### src/rtl/vga_pixel_renderer.sv
// vga_pixel_renderer: pixel-colour stage behind the VGA timing tracker.
// Walks the cell grid in step with the visible area, reads each cell's
// content from the board RAM and produces registered 12-bit RGB, with the
// syncs delayed by the same three stages so they stay aligned to the pixels.
//
// Ports
//   clock_25     pixel clock
//   reset        asynchronous, active-low reset
//   display_area high while the current pixel is visible
//   h_sync_in    active-low horizontal sync from the tracker
//   v_sync_in    active-low vertical sync from the tracker
//   frame_tik    high during vertical sync
//   game_over    game-over flag, latched once per frame
//   cell_addr    board RAM read address (row*GRID_COLS+col)
//   cell_data    RAM read data, one cycle after cell_addr
//   red/green/blue  pixel colour
//   h_sync_out   h_sync_in delayed 3 cycles
//   v_sync_out   v_sync_in delayed 3 cycles
//   frame_start  one-cycle pulse at the start of vertical sync
`timescale 1ns/1ps
module vga_pixel_renderer #(
  parameter int CELL_SIZE  = 20,
  parameter int GRID_COLS  = 32,
  parameter int GRID_ROWS  = 24,
  parameter int ADDR_WIDTH = 10
) (
  input  logic                  clock_25,
  input  logic                  reset,
  input  logic                  display_area,
  input  logic                  h_sync_in,
  input  logic                  v_sync_in,
  input  logic                  frame_tik,
  input  logic                  game_over,
  output logic [ADDR_WIDTH-1:0] cell_addr,
  input  logic [1:0]            cell_data,
  output logic [3:0]            red,
  output logic [3:0]            green,
  output logic [3:0]            blue,
  output logic                  h_sync_out,
  output logic                  v_sync_out,
  output logic                  frame_start
);

  localparam int STAGES = 3;
  localparam int PIX_W  = $clog2(CELL_SIZE);
  localparam int COL_W  = $clog2(GRID_COLS);
  localparam int ROW_W  = $clog2(GRID_ROWS);

  logic [PIX_W-1:0]    pix_cnt, line_cnt;
  logic [COL_W-1:0]    col;
  logic [ROW_W-1:0]    row;

  // Stage-indexed pipelines; index k holds the value after k register stages.
  logic [STAGES-1:1]   vld_pipe;
  logic [STAGES-1:1]   brd_pipe;
  logic [STAGES:1]     hs_pipe, vs_pipe;

  logic                tik_q, go_latch;
  logic [11:0]         rgb;
  logic                eol, border;

  // End of line: display_area falling against its stage-1 copy.
  assign eol    = vld_pipe[1] & ~display_area;
  assign border = (row == '0) || (row == ROW_W'(GRID_ROWS-1)) ||
                  (col == '0) || (col == COL_W'(GRID_COLS-1));

  // Horizontal walk; col sticks at the last column on over-long lines.
  always_ff @(posedge clock_25 or negedge reset) begin
    if (!reset) begin
      pix_cnt <= '0;
      col     <= '0;
    end else if (display_area) begin
      if (pix_cnt == PIX_W'(CELL_SIZE-1)) begin
        pix_cnt <= '0;
        if (col != COL_W'(GRID_COLS-1)) col <= col + 1'b1;
      end else begin
        pix_cnt <= pix_cnt + 1'b1;
      end
    end else begin
      pix_cnt <= '0;
      col     <= '0;
    end
  end

  // Vertical walk; frame_tik wins over an end-of-line in the same cycle.
  always_ff @(posedge clock_25 or negedge reset) begin
    if (!reset) begin
      line_cnt <= '0;
      row      <= '0;
    end else if (frame_tik) begin
      line_cnt <= '0;
      row      <= '0;
    end else if (eol) begin
      if (line_cnt == PIX_W'(CELL_SIZE-1)) begin
        line_cnt <= '0;
        if (row != ROW_W'(GRID_ROWS-1)) row <= row + 1'b1;
      end else begin
        line_cnt <= line_cnt + 1'b1;
      end
    end
  end

  // Stage 1: address plus the side-band that travels with the pixel.
  always_ff @(posedge clock_25 or negedge reset) begin
    if (!reset) begin
      cell_addr <= '0;
      vld_pipe  <= '0;
      brd_pipe  <= '0;
      hs_pipe   <= '1;
      vs_pipe   <= '1;
    end else begin
      if (display_area)
        cell_addr <= ADDR_WIDTH'(row) * ADDR_WIDTH'(GRID_COLS) + ADDR_WIDTH'(col);
      vld_pipe <= {vld_pipe[STAGES-2:1], display_area};
      brd_pipe <= {brd_pipe[STAGES-2:1], border};
      hs_pipe  <= {hs_pipe[STAGES-1:1], h_sync_in};
      vs_pipe  <= {vs_pipe[STAGES-1:1], v_sync_in};
    end
  end

  // Frame tick edge detect. History resets high so a tick already in
  // progress at reset release does not produce a pulse.
  always_ff @(posedge clock_25 or negedge reset) begin
    if (!reset) begin
      tik_q       <= 1'b1;
      frame_start <= 1'b0;
      go_latch    <= 1'b0;
    end else begin
      tik_q       <= frame_tik;
      frame_start <= frame_tik & ~tik_q;
      if (frame_start) go_latch <= game_over;
    end
  end

  // Stage 3: colour, with cell_data arriving from the RAM's own register.
  always_ff @(posedge clock_25 or negedge reset) begin
    if (!reset) begin
      rgb <= 12'h000;
    end else if (!vld_pipe[STAGES-1]) begin
      rgb <= 12'h000;
    end else begin
      unique case (cell_data)
        2'b11:   rgb <= 12'hF00;
        2'b10:   rgb <= go_latch ? 12'hF0F : 12'h8FF & 12'h8F8;
        2'b01:   rgb <= go_latch ? 12'hF0F : 12'h0F0;
        default: rgb <= brd_pipe[STAGES-1] ? 12'h888 : 12'h000;
      endcase
    end
  end

  assign red        = rgb[11:8];
  assign green      = rgb[7:4];
  assign blue       = rgb[3:0];
  assign h_sync_out = hs_pipe[STAGES];
  assign v_sync_out = vs_pipe[STAGES];

endmodule

### config.mk
export PLATFORM = sky130hd
export DESIGN_NAME = vga_pixel_renderer
export DESIGN_NICKNAME = d
export VERILOG_FILES = /design/src/rtl/vga_pixel_renderer.sv
export SDC_FILE = /design/constraint.sdc
export NUM_CORES = 1
export LEC_CHECK = 0
export CAP_MARGIN = 10
export CELL_PAD_IN_SITES_DETAIL_PLACEMENT = 1
export CELL_PAD_IN_SITES_GLOBAL_PLACEMENT = 1
export CORE_UTILIZATION = 30
export CTS_CLUSTER_SIZE = 10
export DETAILED_ROUTE_END_ITERATION = 8
export MAX_ROUTING_LAYER = met4
export PLACE_DENSITY = 0.65
export SLEW_MARGIN = 20
export SYNTH_ARGS = -nofsm -noshare
export SYNTH_HDL_FRONTEND = slang
export SYNTH_SLANG_ARGS = --single-unit
### constraint.sdc
create_clock -name clock_25 -period 3.6 [get_ports clock_25]
set_input_delay 0.54 -clock clock_25 [delete_from_list [all_inputs] [get_ports clock_25]]
set_output_delay 0.54 -clock clock_25 [all_outputs]
set_load 0.02 [all_outputs]
After elaboration in Yosys (flattened, before gate mapping)
Cells that the tools add are included.
{"block": "totals", "reg_bits": 55, "inputBits": 9, "out_inout_bits": 25, "word_cells": 60}
{"block": "classes", "addsub": 5, "eq_ne": 11, "n_mux": 17, "bitwise_logic": 4, "reduce_logical": 10}
{"operator": "$mux W5", "count": 12}
{"operator": "$mux W12", "count": 3}
{"operator": "$pmux W12 S3", "count": 1}
{"operator": "$add A5 B1 Y5 const B", "count": 4}
{"operator": "$eq A5 B5 Y1 const B", "count": 4}
{"operator": "$mux W11", "count": 1}
{"operator": "$add A10 B5 Y10", "count": 1}
{"operator": "$logic_not A5 Y1", "count": 2}
{"operator": "$ne A5 B5 Y1 const B", "count": 2}
{"operator": "$reduce_bool A2 Y1", "count": 3}
{"operator": "$eq A2 B2 Y1 const B", "count": 2}
{"operator": "$ne A2 B1 Y1 const B", "count": 2}
{"operator": "$logic_or A1 B1 Y1", "count": 3}
{"operator": "$reduce_and A3 Y1", "count": 1}
{"operator": "$and A1 B1 Y1", "count": 2}
{"operator": "$eq A2 B1 Y1 const B", "count": 1}
{"operator": "$not A1 Y1", "count": 2}
{"operator": "$reduce_and A2 Y1", "count": 1}

Logic depth before layout (Yosys ltp)
Gate-level depths: netlist of run 1.
{"block": "depth", "ltp_word": 5, "mapped_depth": 6, "ltp_nobuf": 6}

Worst setup path after synthesis of run 1
Ideal clock, no wire load.
{"block": "synth_path", "kind": "input -> register", "from": "input port display_area", "to": "register row[2]", "setup_ns": 0.125, "arrival_time_ns": 1.579, "required_time_ns": 3.475, "setup_slack_ns": 1.896, "cell_stages": 5, "path_buffers": 2, "cell_sequence": "buf_6 -> nand4bb_1 -> buf_2 -> nor4b_1 -> mux2_2"}
{"block": "synth_between", "elab_chain_cells": 4}
{"item": "start, declared", "line": "29", "source": "input logic display_area,"}
{"item": "$not A1 Y1", "line": "63", "source": "assign eol = vld_pipe[1] & ~display_area;"}
{"item": "$and A1 B1 Y1", "line": "63"}
{"item": "$reduce_bool A2 Y1 (no source line)"}
{"item": "$reduce_and A3 Y1 (no source line)"}
{"item": "end signal, assigned", "line": "96", "source": "if (row != ROW_W'(GRID_ROWS-1)) row <= row + 1'b1;"}
{"item": "end, declared", "line": "51", "source": "logic [ROW_W-1:0] row;"}
Every way passes these cells.
A chain may end at the register's enable or synchronous reset.

Final worst setup path of run 1
Ends and elaborated chain as after synthesis.

==> metrics.yaml, run 1 <==
run_status:
  status: "completed"
clock_network:
  cts_sinks: 49
  cts-resized-gates: 0
  ctsHtreeMaxLevel: 2
  cts_tree: "done"
  post_cts_buffers: 0
  hold_buffers: 0
  cts_buffer_depth: 2
  clkSlewWorstSetupHoldPaths_ns: 0.09
  worstSkewPairLatency_ns: 0.30
  numCtsBuffers: 5
  root_buffer: "clkbuf_8"
floorplanning:
  die_w_um: 86.90
  core-area_um2: 6869
  start_util_pct: 31.48
  rows: 30
  die_area_um2: 7551
  die_h_um: 86.90
  ios: 34
synth:
  yosys_warnings: 0
  yosysSeqAreaShare_pct: 57.12
  synthCells: 186
  syn-num-nets: 202
  synth_cell_type_count: 38
  synth-seq-cells: 49
  netlist_area_um2: 2162
  synth.avg_cell_area_um2: 11.62
cells_and_area:
  layout.nets: 232
  drive_gt1_share_pct: 14.29
  mostFrequentLayoutCells: "42 x dfrtp_1, 32 x clkdlybuf4s50_1, 12 x mux2_2"
  fin_util_pct: 39.00
  final_common_cell: "dfrtp_1"
  multi_input_area_um2: 812.0
  filler_cell_count: 782
  n_antenna_cell: 0
  seq_area_um2: 1235
  area.growth.synth_to_final_pct: 23.90
power:
  combPwrFrac_pct: 8.4
  peakVddDrop_mv: 0.1743
  switchingPower_uw: 246.1
  pwr_density_cell_nw_per_um2: 424.1
  p_int_uw: 889.9
  leakage_nw: 1.151
  sw_frac_of_total_pct: 21.66
  pwr-share-seq_pct: 51.2
  clkPwrFrac_pct: 40.4
worst_setup_path:
  start_kind: "input pin"
  r2r-end: "col[3]"
  r2r-start: "col[0]"
  cp_max_fo: 20
  arrival_ns: 2.31
  endpoint_kind: "flop"
  reg2reg_depth: 5
  crit_type: "input pin to flop"
  worstPathRequired_ns: 3.79
  r2r_slack_ns: 1.74
detailed_routing:
  drt_iter0_drc: 70
  wl_per_cell_um: 13.59
  num_vias: 1493
  route.detailed.drc: 0
  dr.pass1.iters: 4
  ant_nets: 0
  wl_um: 4253
  routed_via_density: 4.770
timing:
  fin_crit_ns: 2.116
  relSlewSlack_pct: 53.55
  setup_viol: 0
  max_clock_freq_ghz: 0.4727
  tightest_slew_ns: 0.6967
  setup_tns_ns: 0
  drv_slew: 0
  skew_ns: 0.004168
  fin_crit_sh_pct: 58.77
  hold_viol_final: 0
  rsz0062_at_grt: "false"
global_routing:
  grt_pass1_vias: 1472
  grt_max_degree: 32
  grt_overflow: 0
  antenna_found_initial: 0
  grt_pass1_wl_um: 7438
  grt.total_usage_pct: 13.44
place:
  gp_congestion: 0.7415
  portBuffers: 33
  hpwlAfterDp_um: 3031
flow_run:
  max_cap_viol_count: 0
min_path:
  holdCritPathClass: "input pin to asynchronous set/reset pin"
==> routing by layer <==
metal  track usage (%)  wire [µm]
met5                 -          0
met4             4.545         54
met3             3.697        190
met2             19.90       1969
met1             17.77       2038
==> per-stage QoR <==
stage / setup slack, ns / std cells / area [µm²] / total power, mW / hold slack (ns)
after floorplan: 1.896 / 186 / 2162 / 0.6432 / 0.2444
after global placement: 1.197 / 305 / 2545 / 0.6880 / 0.3466
after detailed placement: 1.168 / 305 / 2545 / 0.6914 / 0.3470
after CTS: 1.485 / 313 / 2679 / 1.157 / 0.2972
after global routing: 1.366 / 313 / 2679 / 1.190 / 0.3280
final: 1.484 / 313 / 2679 / 1.136 / 0.2732
==> kinds of logic after synthesis <==
group,synth area share (%)
XOR/XNOR,1.215
adder cells (fa/ha/maj),4.051
flip-flops,57.12
multiplexers,7.234
AO/OA/AOI/OAI,8.218
AND/OR/NAND/NOR,16.84
buffers and inverters,5.324
==> power by group through the flow <==
stage                     clock network, mW  logic [mW]  registers [mW]
after floorplan                           0      0.0443           0.599
after global placement                    0      0.0964           0.592
after detailed placement                  0      0.0986           0.593
after CTS                             0.476      0.0988           0.582
after global routing                  0.499       0.107           0.584
final                                 0.459      0.0959           0.581
==> registers in the layout, summed over array words and instances (netlist names) <==
register and count:
col 5, row 5, hs_pipe 3, vld_pipe 2, cell_addr 10, vs_pipe 3, brd_pipe 2, frame_start 1
rgb 6, pix_cnt 5, line_cnt 5, tik_q 1, go_latch 1
==> worst max-delay path by stage <==
stage / start / to / slack [ns] / cells after the start
global route: display_area / row[2] / 1.37 / 5
global placement: display_area / row[2] / 1.20 / 5
CTS: display_area / row[2] / 1.49 / 5
floorplan: display_area / row[2] / 1.90 / 5
detailed placement: display_area / row[2] / 1.17 / 5
finish: display_area / row[2] / 1.48 / 5
==> synthesized netlist by cell type (all sizes together) <==
cell | n | share of area, %
and2 | 1 | 0.29
or4 | 4 | 1.4
nand2 | 7 | 1.2
xor2 | 2 | 0.81
clkbuf | 3 | 0.52
nor4b | 3 | 1.2
o32ai | 1 | 0.41
o21bai | 1 | 0.35
nand4bb | 2 | 1.0
inv | 10 | 1.7
buf | 9 | 3.1
or3 | 1 | 0.29
mux2i | 1 | 0.46
mux2 | 13 | 6.8
a21boi | 1 | 0.35
o21a | 4 | 1.4
ha | 7 | 4.1
o21ai | 9 | 2.1
and3b | 1 | 0.41
a21oi | 10 | 2.3
nor2 | 8 | 1.4
nand3 | 9 | 2.1
nor4 | 1 | 0.29
and4bb | 1 | 0.58
xnor2 | 1 | 0.41
nand3b | 1 | 0.35
dfrtp | 42 | 49
o31ai | 3 | 1.0
and3 | 3 | 0.87
dfstp | 7 | 8.5
nor3 | 4 | 0.93
nand2b | 6 | 1.7
o22ai | 1 | 0.29
nor2b | 8 | 2.3
and4b | 1 | 0.46
==> critical path: stages <==
cell and delay (ns):
clkdlybuf4s50_1 0.40, buf_4 0.21, nand4bb_1 0.41, nor4b_1 0.38
mux2_2 0.37
==> final cells by class <==
type	instances	share of cell area (%)
Timing Repair Buffer	35	12.70
Inverter	10	1.401
Clock buffer	5	2.569
Multi-Input combinational cell	115	30.31
Sequential cell	49	46.10
Clock inverter	3	2.429
Tap cell	96	4.484
(Power assumes the default switching activity.)
==> run 2: changes to the inputs <==
==> constraint.sdc (replaced) <==
create_clock -name clock_25 -period 2 [get_ports clock_25]
set_input_delay 0.3 -clock clock_25 [delete_from_list [all_inputs] [get_ports clock_25]]
set_output_delay 0.3 -clock clock_25 [all_outputs]
set_load 0.02 [all_outputs]
==> run 2 against run 1 <==
  * Worst hold slack worse by 0.18 ns
  * Sequential share of layout area up 0.57 points
  * Wire length down 0.82%
  * Largest cell class unchanged
  * Highest routed layer unchanged
  * First-iteration DRC count down 20%
  * Critical path depth unchanged
  * Die area unchanged
  * Clock skew down 0.00061 ns
  * Critical path type is now flop to flop
  * Largest power group unchanged
==> metrics.yaml, run 2 (synthesized netlist as in run 1, its figures left out) <==
run_status:
  status: "completed"
timing:
  hold_viol_final: 0
  skew_ns: 0.003560
  tightest_slew_ns: 0.6272
  setup_tns_ns: 0
  setup_viol: 0
  drv_slew: 0
  fin_crit_sh_pct: 92.62
  relSlewSlack_pct: 58.19
  max_clock_freq_ghz: 0.5398
  fin_crit_ns: 1.852
  fin_hold_ws_ns: 0.09052
  rsz0062_at_grt: "false"
power:
  clkPwrFrac_pct: 32.0
  switchingPower_uw: 446.3
  sw_frac_of_total_pct: 24.87
  leakage_nw: 1.136
  pwr_density_cell_nw_per_um2: 678.3
  pwr-share-seq_pct: 58.3
  combPwrFrac_pct: 9.7
  peakVddDrop_mv: 0.2194
  p_int_mw: 1.349
global_routing:
  grt_overflow: 0
  grt_max_degree: 50
  grt_pass1_vias: 1467
  grt_pass1_wl_um: 7044
  antenna_found_initial: 0
  grt.total_usage_pct: 12.46
cells_and_area:
  regMostFlops: "cell_addr"
  filler_cell_count: 746
  stdcell_area_um2: 2646
  final_common_cell: "dfrtp_1"
  n_antenna_cell: 0
  area.growth.synth_to_final_pct: 22.40
  mostFrequentLayoutCells: "42 x dfrtp_1, 32 x clkdlybuf4s50_1, 12 x mux2_2"
  layout.nets: 234
  reg_top3: "cell_addr: 10 flops, rgb: 6 flops"
  largest_reg_flops: 10
  drive_gt1_share_pct: 15.07
detailed_routing:
  num_vias: 1484
  ant_nets: 0
  route.detailed.drc: 0
  wl_per_cell_um: 13.39
  wl_um: 4218
  routed_via_density: 4.711
  dr.pass1.iters: 3
  drt_iter0_drc: 56
clock_network:
  ctsHtreeMaxLevel: 2
  cts-resized-gates: 0
  cts_tree: "done"
  hold_buffers: 0
  root_buffer: "clkbuf_8"
  clkSlewWorstSetupHoldPaths_ns: 0.09
  cts_buffer_depth: 2
  numCtsBuffers: 5
  worstSkewPairLatency_ns: 0.30
  cts_sinks: 49
  post_cts_buffers: 0
place:
  hpwlAfterDp_um: 2931
  gp_congestion: 0.7240
  portBuffers: 33
  placed_area_um2: 2560
worst_setup_path:
  crit_chain: "ha_1 > and3_1 > ha_1 > or4_1 > a21oi_1"
  arrival_ns: 2.08
  max_stage_delay_ns: 0.52
  slowest_stage: "or4_1"
  worstPathRequired_ns: 2.23
  crit_type: "flop to flop"
  start_kind: "flop"
  cp_max_fo: 7
  endpoint_kind: "flop"
  critical_path.most_common_cell: "ha_1"
floorplanning:
  die_w_um: 86.90
  die_h_um: 86.90
  die_area_um2: 7551
  core-area_um2: 6869
  start_util_pct: 31.48
  ios: 34
  rows: 30
flow_run:
  max_cap_viol_count: 0
min_path:
  holdCritPathClass: "input pin to asynchronous set/reset pin"
==> run 2: changes by cell type in the layout (fill, tap and decap cells not counted) <==
cell / change
clkinvlp_4: +1
clkinv_2: +1
buf_4: +2
bufinv_16: -2
==> run 2: power by group through the flow <==
| stage | clock, mW | sequential (mW) | combinational [mW] |
|---|---|---|---|
| 2_1_floorplan | 0 | 1.08 | 0.0798 |
| 3_3_place_gp | 0 | 1.07 | 0.175 |
| 3_5_place_dp | 0 | 1.07 | 0.178 |
| 4_1_cts | 0.602 | 1.05 | 0.178 |
| 5_1_grt | 0.641 | 1.05 | 0.191 |
| 6_report | 0.574 | 1.05 | 0.174 |
==> run 2: worst max-delay path: cells and delay by family, from the launching register on <==
family          cells  cell delay, ns
compound gates      1            0.15
flops               1            0.43
simple gates        2            0.71
fa+ha+maj           2            0.49
==> run 2: final timing paths <==
path                                  start  slack [ns]  depth (start not counted)            to
worst max-delay path                 col[0]        0.15                          5        col[3]
worst min-delay path                  reset        0.09                          2        rgb[3]
worst max register to register       col[0]        0.15                          5        col[3]
worst min register to register  brd_pipe[1]        0.36                          0   brd_pipe[2]
max in group asynchronous             reset        1.48                          2  cell_addr[7]
min in group clock_25           brd_pipe[1]        0.36                          0   brd_pipe[2]
==> run 2: stage by stage <==
stage	worst slack (ns)	total power, mW	std cells	util [%]
final	0.1475	1.795	315	38.52
after CTS	0.1344	1.827	315	38.52
after detailed placement	0.08972	1.244	307	37.27
after global placement	0.1137	1.240	307	37.27
after global routing	0.05060	1.883	315	38.52
after floorplan	0.3075	1.158	186	-
==> run 2: area by class of cell <==
cell class                 instances  area [µm²]  share of cell area [%]
multi-input combinational        115       812.0                   30.69
clock inverter                     3       17.52                  0.6619
inverter                          10       37.54                   1.418
clock buffer                       5       68.82                   2.600
tap                               96       120.1                   4.539
sequential                        49        1235                   46.67
timing repair buffer              37       355.3                   13.43
==> run 2: per-layer routing <==
metal | global-route usage [%] | vias up | routed length [µm]
met3 | 2.464 | 5 | 161
met5 | - | - | 0
met4 | 5.455 | 0 | 58
met2 | 19.40 | 31 | 1990
met1 | 15.77 | 742 | 2008
li1 | - | 706 | -
==> run 3: changes to the inputs <==
--- a/config.mk
+++ b/config.mk
@@ -8,11 +8,13 @@
 export CAP_MARGIN = 10
 export CELL_PAD_IN_SITES_DETAIL_PLACEMENT = 1
 export CELL_PAD_IN_SITES_GLOBAL_PLACEMENT = 1
+export CORE_MARGIN = 5
 export CORE_UTILIZATION = 30
 export CTS_CLUSTER_SIZE = 10
 export DETAILED_ROUTE_END_ITERATION = 8
+export GPL_TIMING_DRIVEN = 0
 export MAX_ROUTING_LAYER = met4
-export PLACE_DENSITY = 0.65
+export PLACE_DENSITY = 0.68
 export SLEW_MARGIN = 20
 export SYNTH_ARGS = -nofsm -noshare
 export SYNTH_HDL_FRONTEND = slang
==> constraint.sdc (replaced) <==
create_clock -name clock_25 -period 1.7 [get_ports clock_25]
set_input_delay 0.255 -clock clock_25 [delete_from_list [all_inputs] [get_ports clock_25]]
set_output_delay 0.255 -clock clock_25 [all_outputs]
set_load 0.02 [all_outputs]
==> run 3 against run 2 <==
  * Combinational power rose by 28%
  * Clock skew rose by 0.0040 ns
  * Register-to-register slack got worse by 0.12 ns
  * First-iteration DRC count fell by 36%
  * Fmax rose by 11%
  * Non-clock buffer count rose by 13
  * Largest power group unchanged
  * Highest routed layer unchanged
==> metrics.yaml, run 3 (synthesized netlist as in run 1, its figures left out) <==
run_status:
  status: "completed"
worst_setup_path:
  critical_path.top_delay_family: "simple AND/OR/NAND/NOR gates"
  r2r_slack_ns: 0.03
  path_depth: 5
  arrival_ns: 1.91
  worstPathRequired_ns: 1.94
  r2r-end: "col[3]"
  cp_max_fo: 7
  max_stage_delay_ns: 0.52
  path_buf_inv: 0
  r2r-start: "col[0]"
  crit_end: "col[3]"
  reg2reg_depth: 5
  crit_chain: "ha_2 > and3_4 > ha_4 > or4_1 > a21oi_2"
  start_kind: "flop"
  crit_type: "flop to flop"
  startpoint: "col[0]"
  endpoint_kind: "flop"
  slowest_stage: "or4_1"
cells_and_area:
  layout.nets: 247
  regMostFlops: "cell_addr"
  n_antenna_cell: 0
  final_common_cell: "dfrtp_1"
  area.growth.synth_to_final_pct: 31.08
  mostFrequentLayoutCells: "42 x dfrtp_1, 25 x clkdlybuf4s50_1, 12 x mux2_2, 12 x buf_4, 10 x inv_1"
  largest_reg_flops: 10
  fin_util_pct: 39.71
  drive_gt1_share_pct: 23.28
  reg_top3: "cell_addr: 10 flops, rgb: 6 flops"
  final-instance-count-excl-fill: 331
floorplanning:
  start_util_pct: 30.29
  ios: 34
  rows: 31
  die_area_um2: 9005
  core-area_um2: 7137
  die_h_um: 94.90
  die_w_um: 94.90
global_routing:
  grt_pass1_vias: 1608
  antenna_found_initial: 0
  grt_overflow: 0
  grt_pass1_wl_um: 8073
  grt_max_degree: 50
  grt.total_usage_pct: 11.76
timing:
  tightest_slew_ns: 0.6191
  skew_ns: 0.007563
  fin_crit_sh_pct: 98.36
  drv_slew: 0
  max_clock_freq_ghz: 0.5981
  rsz0062_at_grt: "false"
  fin_crit_ns: 1.672
  setup_viol: 0
  hold_viol_final: 0
  relSlewSlack_pct: 58.73
detailed_routing:
  ant_nets: 0
  wl_um: 4711
  route.detailed.drc: 0
  routed_via_density: 4.607
  drt_iter0_drc: 36
  wl_per_cell_um: 14.23
  dr.pass1.iters: 4
  num_vias: 1525
flow_run:
  max_cap_viol_count: 0
place:
  gp_congestion: 0.7948
  hpwlAfterDp_um: 3263
  portBuffers: 32
  dp.cells: 317
power:
  leakage_nw: 1.256
  pwr_density_cell_nw_per_um2: 765.4
  finalPower_mw: 2.169
  peakVddDrop_mv: 0.3381
clock_network:
  cts_sinks: 49
  root_buffer: "clkbuf_8"
  worstSkewPairLatency_ns: 0.30
  clkSlewWorstSetupHoldPaths_ns: 0.10
  cts_buffer_depth: 2
  ctsHtreeMaxLevel: 2
  cts_tree: "done"
  numCtsBuffers: 5
min_path:
  holdCritPathClass: "input pin to flop"
[run 3: layout make-up]
type	count	area (µm²)
well taps	99	123.9
multi-input cells	115	883.3
plain buffers	12	83.83
inverters	10	37.54
clock buffers	5	68.82
repair buffers	38	376.6
clock inverters	3	25.02
fillers	816	4303
flip-flops and latches	49	1235
[run 3: metrics by stage]
stage | hold slack (ns) | area (µm²) | setup WS (ns) | TNS, ns
6_report | 0.2959 | 2834 | 0.02795 | 0
3_5_place_dp | 0.3206 | 2604 | -0.3326 | -1.601
3_3_place_gp | 0.3375 | 2606 | -1.087 | -50.80
5_1_grt | 0.3056 | 2834 | 0.001828 | 0
4_1_cts | 0.2828 | 2759 | 0.002282 | 0
2_1_floorplan | -0.04059 | 2162 | 0.007543 | 0
[run 3: timing repair]
action,4_1_cts,5_1_grt
gates resized for setup,6,17
hold buffers,1,0
setup endpoints to repair,6,9
buffers inserted,3,2
pin swaps,1,3
hold endpoints to repair,42,0
[run 3: tightest hold or removal path, stage by stage]
cell	delay (ns)
clkbuf_1	0.15
nand2_1	0.08
a21boi_0	0.08
[run 3: worst min-delay path by stage]
stage | startpoint | end | slack (ns) | cells after the start
after global routing | cell_data[1] | rgb[10] | 0.31 | 3
after detailed placement | reset | cell_addr[1] | 0.32 | 1
final | cell_data[1] | rgb[10] | 0.30 | 3
after CTS | cell_data[1] | rgb[10] | 0.28 | 3
after global placement | brd_pipe[1] | brd_pipe[2] | 0.34 | 0
after floorplan | reset | brd_pipe[1] | -0.04 | 0
[run 3: routing by layer]
layer	track usage (%)	share of wire, %	wire length [µm]
met5	-	0	0
met4	3.606	1.4	65
met2	18.26	47	2231
met1	15.39	47	2201
met3	2.550	4.5	212
[run 3: power breakdown]
part           total, mW  internal (mW)  switching, mW
Combinational      0.222          0.107          0.115
Sequential          1.23           1.21         0.0251
Clock              0.716          0.298          0.418
